`config.mk`:
```
export PLATFORM = sky130hd
export DESIGN_NAME = jtag_strap_mux
export DESIGN_NICKNAME = d
export VERILOG_FILES = /design/src/rtl/jtag_strap_mux_pkg.sv /design/src/rtl/jtag_strap_mux_debounce.sv /design/src/rtl/jtag_strap_mux.sv
export SDC_FILE = /design/constraint.sdc
export NUM_CORES = 1
export LEC_CHECK = 0
export ABC_AREA = 1
export BUFFER_PORTS_ARGS = -buffer_cell sky130_fd_sc_hd__buf_2
export CAP_MARGIN = 20
export CORE_AREA = 3 3 117 119
export DETAILED_ROUTE_END_ITERATION = 16
export DIE_AREA = 0 0 120 122
export PLACE_DENSITY = 0.53
export SYNTH_ARGS = -nofsm -noshare
export SYNTH_HDL_FRONTEND = slang
export SYNTH_HIERARCHICAL = 1
export SYNTH_SLANG_ARGS = --single-unit
```
`constraint.sdc`:
```
create_clock -name clk_i -period 3.7 [get_ports clk_i]
set_input_delay 0.74 -clock clk_i [delete_from_list [all_inputs] [get_ports clk_i]]
set_output_delay 0.74 -clock clk_i [all_outputs]
set_load 0.05 [all_outputs]
```
`src/rtl/jtag_strap_mux_pkg.sv`:
```
// Shared types and constants for the strap-selected JTAG overlay mux.
package jtag_strap_mux_pkg;

  typedef enum logic {
    SAMPLE = 1'b0,
    LOCKED = 1'b1
  } state_e;

  localparam int unsigned TapNone = 0;

  // Levels presented to a TAP that is not currently routed to the pins.
  localparam logic IdleTck   = 1'b0;
  localparam logic IdleTms   = 1'b1;
  localparam logic IdleTdi   = 1'b0;
  localparam logic IdleTrstN = 1'b0;
  localparam logic IdleSrstN = 1'b1;

endpackage

```
`src/rtl/jtag_strap_mux_debounce.sv`:
```
// Strap synchroniser and stability counter; flags when the synchronised
// strap has held one value for DebounceCycles consecutive samples.
module jtag_strap_debounce #(
  parameter int unsigned Width          = 2,
  parameter int unsigned DebounceCycles = 16
) (
  input  logic             i_clk,
  input  logic             i_rst_n,
  input  logic             i_en,
  input  logic [Width-1:0] i_strap,
  output logic [Width-1:0] o_value,
  output logic             o_stable
);

  localparam int unsigned       CntW    = $clog2(DebounceCycles + 1);
  localparam logic [CntW-1:0]   CntLast = CntW'(DebounceCycles - 1);

  logic [Width-1:0] r_sync1;
  logic [Width-1:0] r_sync2;
  logic [CntW-1:0]  r_cnt;
  logic             w_equal;

  always_ff @(posedge i_clk or negedge i_rst_n) begin
    if (!i_rst_n) begin
      r_sync1 <= '0;
      r_sync2 <= '0;
    end else begin
      r_sync1 <= i_strap;
      r_sync2 <= r_sync1;
    end
  end

  // The first stage is the next synchronised sample, so comparing the two
  // stages tells whether the strap will still hold its value next cycle.
  assign w_equal = (r_sync1 == r_sync2);

  always_ff @(posedge i_clk or negedge i_rst_n) begin
    if (!i_rst_n) begin
      r_cnt <= '0;
    end else if (!i_en || !w_equal) begin
      r_cnt <= '0;
    end else if (r_cnt != CntLast) begin
      r_cnt <= r_cnt + CntW'(1);
    end
  end

  assign o_value  = r_sync2;
  assign o_stable = i_en && w_equal && (r_cnt == CntLast);

endmodule

```
`src/rtl/jtag_strap_mux.sv`:
```
// Strap-selected JTAG overlay between padring and core pin mux.
// Optional synchronised system reset per TAP: define JTAG_STRAP_MUX_SRST_EN.
//
// state  | meaning
// SAMPLE | strap being debounced; no TAP routed, locked_o low
// LOCKED | selection latched; TAP routed when tap_sel_o is non-zero
module jtag_strap_mux
  import jtag_strap_mux_pkg::*;
#(
  parameter int unsigned       NumIOs         = 47,
  parameter int unsigned       NumTaps        = 2,
  parameter int unsigned       StrapWidth     = 2,
  parameter int unsigned       StrapIdx       = 16,
  parameter int unsigned       TckIdx         = 43,
  parameter int unsigned       TmsIdx         = 44,
  parameter int unsigned       TdiIdx         = 45,
  parameter int unsigned       TdoIdx         = 46,
  parameter int unsigned       TrstIdx        = 18,
  parameter int unsigned       SrstIdx        = 19,
  parameter logic [NumIOs-1:0] TieOffValues   = '0,
  parameter int unsigned       DebounceCycles = 16
) (
  input  logic                  clk_i,
  input  logic                  rst_ni,
  input  logic                  debug_en_i,
  input  logic                  resample_i,
  output logic [StrapWidth-1:0] tap_sel_o,
  output logic                  locked_o,
  output logic                  strap_err_o,
  output logic [NumTaps-1:0]    jtag_tck_o,
  output logic [NumTaps-1:0]    jtag_tms_o,
  output logic [NumTaps-1:0]    jtag_trst_no,
  output logic [NumTaps-1:0]    jtag_srst_no,
  output logic [NumTaps-1:0]    jtag_tdi_o,
  input  logic [NumTaps-1:0]    jtag_tdo_i,
  input  logic [NumIOs-1:0]     out_core_i,
  input  logic [NumIOs-1:0]     oe_core_i,
  output logic [NumIOs-1:0]     in_core_o,
  output logic [NumIOs-1:0]     out_padring_o,
  output logic [NumIOs-1:0]     oe_padring_o,
  input  logic [NumIOs-1:0]     in_padring_i
);

  localparam logic [StrapWidth-1:0] TapNoneW  = StrapWidth'(TapNone);
  localparam logic [StrapWidth-1:0] NumTapsW  = StrapWidth'(NumTaps);
  localparam logic [NumIOs-1:0]     SrstBit   = NumIOs'(1) << SrstIdx;

  logic w_srst_n;

`ifdef JTAG_STRAP_MUX_SRST_EN
  localparam bit SrstEn = 1'b1;

  logic r_srst_sync1;
  logic r_srst_sync2;

  always_ff @(posedge clk_i or negedge rst_ni) begin
    if (!rst_ni) begin
      r_srst_sync1 <= 1'b0;
      r_srst_sync2 <= 1'b0;
    end else begin
      r_srst_sync1 <= in_padring_i[SrstIdx];
      r_srst_sync2 <= r_srst_sync1;
    end
  end

  assign w_srst_n = r_srst_sync2;
`else
  localparam bit SrstEn = 1'b0;

  assign w_srst_n = IdleSrstN;
`endif

  localparam logic [NumIOs-1:0] OvlMask = (NumIOs'(1) << TckIdx) | (NumIOs'(1) << TmsIdx) |
                                          (NumIOs'(1) << TdiIdx) | (NumIOs'(1) << TdoIdx) |
                                          (NumIOs'(1) << TrstIdx) | (SrstEn ? SrstBit : '0);

  state_e                r_state;
  state_e                w_state_nxt;
  logic [StrapWidth-1:0] r_tap_sel;
  logic [StrapWidth-1:0] w_tap_sel_nxt;
  logic                  r_err;
  logic                  w_err_nxt;
  logic [StrapWidth-1:0] w_strap;
  logic                  w_stable;
  logic                  w_locked;
  logic [StrapWidth-1:0] w_tap_sel;
  logic                  w_overlay;

  jtag_strap_debounce #(
    .Width          (StrapWidth),
    .DebounceCycles (DebounceCycles)
  ) u_debounce (
    .i_clk    (clk_i),
    .i_rst_n  (rst_ni),
    .i_en     (r_state == SAMPLE),
    .i_strap  (in_padring_i[StrapIdx +: StrapWidth]),
    .o_value  (w_strap),
    .o_stable (w_stable)
  );

  always_ff @(posedge clk_i or negedge rst_ni) begin
    if (!rst_ni) begin
      r_state   <= SAMPLE;
      r_tap_sel <= TapNoneW;
      r_err     <= 1'b0;
    end else begin
      r_state   <= w_state_nxt;
      r_tap_sel <= w_tap_sel_nxt;
      r_err     <= w_err_nxt;
    end
  end

  always_comb begin
    w_state_nxt   = r_state;
    w_tap_sel_nxt = r_tap_sel;
    w_err_nxt     = r_err;
    unique case (r_state)
      SAMPLE: begin
        if (w_stable) begin
          w_state_nxt = LOCKED;
          if (w_strap > NumTapsW) begin
            w_tap_sel_nxt = TapNoneW;
            w_err_nxt     = 1'b1;
          end else if (debug_en_i) begin
            w_tap_sel_nxt = w_strap;
          end else begin
            w_tap_sel_nxt = TapNoneW;
          end
        end
      end
      LOCKED: begin
        if (resample_i) begin
          w_state_nxt   = SAMPLE;
          w_tap_sel_nxt = TapNoneW;
        end else if (!debug_en_i) begin
          w_tap_sel_nxt = TapNoneW;
        end
      end
      default: begin
        w_state_nxt   = SAMPLE;
        w_tap_sel_nxt = TapNoneW;
      end
    endcase
  end

  // Losing debug permission must drop the overlay before the register catches up.
  assign w_locked  = (r_state == LOCKED);
  assign w_tap_sel = debug_en_i ? r_tap_sel : TapNoneW;
  assign w_overlay = w_locked && (w_tap_sel != TapNoneW);

  assign tap_sel_o   = w_tap_sel;
  assign locked_o    = w_locked;
  assign strap_err_o = r_err;

  always_comb begin
    in_core_o     = in_padring_i;
    out_padring_o = out_core_i;
    oe_padring_o  = oe_core_i;
    jtag_tck_o    = {NumTaps{IdleTck}};
    jtag_tms_o    = {NumTaps{IdleTms}};
    jtag_tdi_o    = {NumTaps{IdleTdi}};
    jtag_trst_no  = {NumTaps{IdleTrstN}};
    jtag_srst_no  = {NumTaps{IdleSrstN}};
    if (w_overlay) begin
      in_core_o             = (in_padring_i & ~OvlMask) | (TieOffValues & OvlMask);
      out_padring_o         = out_core_i & ~OvlMask;
      oe_padring_o          = oe_core_i & ~OvlMask;
      oe_padring_o[TdoIdx]  = 1'b1;
    end
    for (int t = 0; t < NumTaps; t++) begin
      if (w_overlay && (w_tap_sel == StrapWidth'(t + 1))) begin
        jtag_tck_o[t]         = in_padring_i[TckIdx];
        jtag_tms_o[t]         = in_padring_i[TmsIdx];
        jtag_tdi_o[t]         = in_padring_i[TdiIdx];
        jtag_trst_no[t]       = in_padring_i[TrstIdx];
        jtag_srst_no[t]       = w_srst_n;
        out_padring_o[TdoIdx] = jtag_tdo_i[t];
      end
    end
  end

endmodule

```
==> results.cfg <==
[outcome]
outcome = finished clean

[synth]
avgSynthCellArea_sq_um = 7.014
ys_ff_latch = 13
syn_inst = 259
synth.distinct_cells = 20
synth.top_cell.area_share_pct = 52.89
yosysWarnings = 6
yosysSeqAreaShare_pct = 17.91
yosysTopAreaCell = buf_4
synthTopCellsByArea = buf_4 53%, dfrtp_1 18%, nor2_1 6.6%
synth.cell_area_sq_um = 1817

[worst_setup_path]
worst_path_most_repeated_cell = buf_2
ff2ff_path_depth = 10
cp_slowest_cell = or2_2
worst-endpoint-arrival_ps = 1710
crit_chain = buf_2 -> nand3_1 -> nand2_2 -> or2_2 -> buf_2
r2r_start = u_debounce/r_cnt[0]
path_buf_inv = 2
timing.critical_path.from = debug_en_i
cp_top_family = simple AND/OR/NAND/NOR gates
crit_fanout = 14
cp-end-kind = output pin
cp.required_ps = 2960
crit-reg2reg-capture = r_tap_sel[1]
crit_path_max_incr_delay_ps = 320
startpoint_type = input port
setup.worst_path.class = in2out
rrSetupSlack_ps = 2010

[clocking]
cts.clk_slew.worst_paths_ps = 40
cts_buffers = 3
hold_buffers = 0
cts_post_setup_buffers_inserted = 0
cts-resized-gates = 0
cts-htree-levels = 1
root_buffer = clkbuf_16
clockBufferDepth = 2
cts_tree = yes
numClockSinks = 13
clock_latency_ps = 240

[cells_and_area]
postLayoutCoreUtil_pct = 11.03
area_growth_pct = -23.07
antenna_cells = 0
drive_above_1_share_pct = 34.41
nNetsFinal = 336

[drt]
final_antenna_net_count = 0
avgRoutedWirePerCell_um = 12.13
avgViaCountPerCell = 3.089
drcViolationCount = 0
drt-initial-drc-count = 43
num_vias = 1106
firstDrtPassIters = 4
routed_wl_mm = 4.342

[die]
die_x_um = 120
io_pins = 302
die_y_um = 122
die_area_sq_um = 14640
core_area_sq_um = 12670
start_util_pct = 14.34
std_cell_rows = 41

[timing]
hold_viol = 0
fin_crit_ps = 2452
slew_violations = 0
whs_ps = 386.4
fin_worst_skew_ps = 1.564
setup_tns_ps = 0
max_freq_ghz = 0.4078
finalSetupViolCount = 0
grt_setup_unrepaired = no
fin_crit_sh_pct = 66.28

[grt]
gr-total-overflow = 0
grt_max_degree = 15
first_global_vias = 1044
grt_pass1_wl_mm = 5.865
antenna_found_initial = 0
track_usage_pct = 5.155

[power]
p_leak_uw = 0.0007791
p_per_area_nw_per_um2 = 321.0
peakVddDrop_v = 0.0001907

[placed_design]
port_buffers = 51
dp_hpwl_mm = 3.669
finalWeightedCongestion = 0.7798

[worst_hold_path]
min-delay-path-class = in2async

[job]
maxCapViolations = 0
Yosys cell counts:
library cell,count
buf_4,128
nor2_1,32
inv_1,30
nand2_1,26
dfrtp_1,13
nand3_1,9
nand2_2,3
a21oi_1,2
ha_1,2
inv_2,2
nor2_2,2
xor2_1,2
a21boi_0,1
buf_6,1
conb_1,1
nand3_2,1
nand4_1,1
nor2_4,1
o21bai_1,1
or2_2,1
flip-flops by register name, summed over array words and instances (netlist names):
| signal | flops |
|---|---|
| r_tap_sel | 2 |
| u_debounce/r_cnt | 5 |
| u_debounce/r_sync1 | 2 |
| locked_o | 1 |
| u_debounce/o_value | 2 |
| strap_err_o | 1 |
report_power, final:
part           leakage [uW]  switching (uW)  total (uW)  internal (uW)
registers          0.000170            5.92         154            148
logic              0.000571            68.7        93.1           24.3
clock network     0.0000382            56.5         201            145
per-stage QoR:
step | setup WS, ps | total power (uW) | cells | area (sq um)
after floorplan | 994.9 | 582.6 | 260 | 1821
after global placement | 1293 | 249.0 | 354 | 1319
after detailed placement | 1254 | 249.7 | 354 | 1319
after CTS | 1253 | 457.7 | 358 | 1398
after global routing | 1185 | 472.7 | 358 | 1398
final | 1248 | 448.6 | 358 | 1398
final cells by class:
type | instances | area, sq um
clock buffers | 4 | 78.83
well taps | 172 | 215.2
repair buffers | 51 | 255.2
multi-input cells | 86 | 402.9
fillers | 1486 | 11270
inverters | 32 | 120.1
flip-flops and latches | 13 | 325.3
routing by layer:
metal  vias up  part of all wire (%)  global-route usage, %
met5         -                     0                      0
met4         0                   6.5                  4.438
met3        42                    18                  3.946
met2       105                    48                  8.008
met1       472                    27                  4.303
li1        487                     -                      -
cells by family after synthesis:
| kind of cell | count (synthesis) | synth area share [%] |
|---|---|---|
| adder cells (fa/ha/maj) | 2 | 1.377 |
| XOR/XNOR | 2 | 0.9644 |
| buffers and inverters | 161 | 60.12 |
| AO/OA/AOI/OAI | 4 | 1.378 |
| AND/OR/NAND/NOR | 76 | 18.04 |
| other | 1 | 0.2064 |
| flip-flops | 13 | 17.91 |
worst max path at each step:
stage / endpoint / slack (ps) / depth (start not counted)
floorplan: jtag_tck_o[0] / 990 / 4
global placement: oe_padring_o[46] / 1290 / 5
detailed placement: oe_padring_o[46] / 1250 / 5
CTS: oe_padring_o[46] / 1250 / 5
global route: oe_padring_o[46] / 1190 / 5
finish: oe_padring_o[46] / 1250 / 5
cells in the final DEF (no fill, tap or decap), drive strengths merged:
master	synthesis	routed
clkbuf	0	4
nand4	1	1
buf	129	51
nand2	29	29
xor2	2	2
conb	1	2
ha	2	2
a21oi	2	2
inv	32	32
o21bai	1	1
or2	1	1
nor2	35	35
nand3	10	10
dfrtp	13	13
a21boi	1	1
No activity file was read; power rests on OpenSTA's default activity.
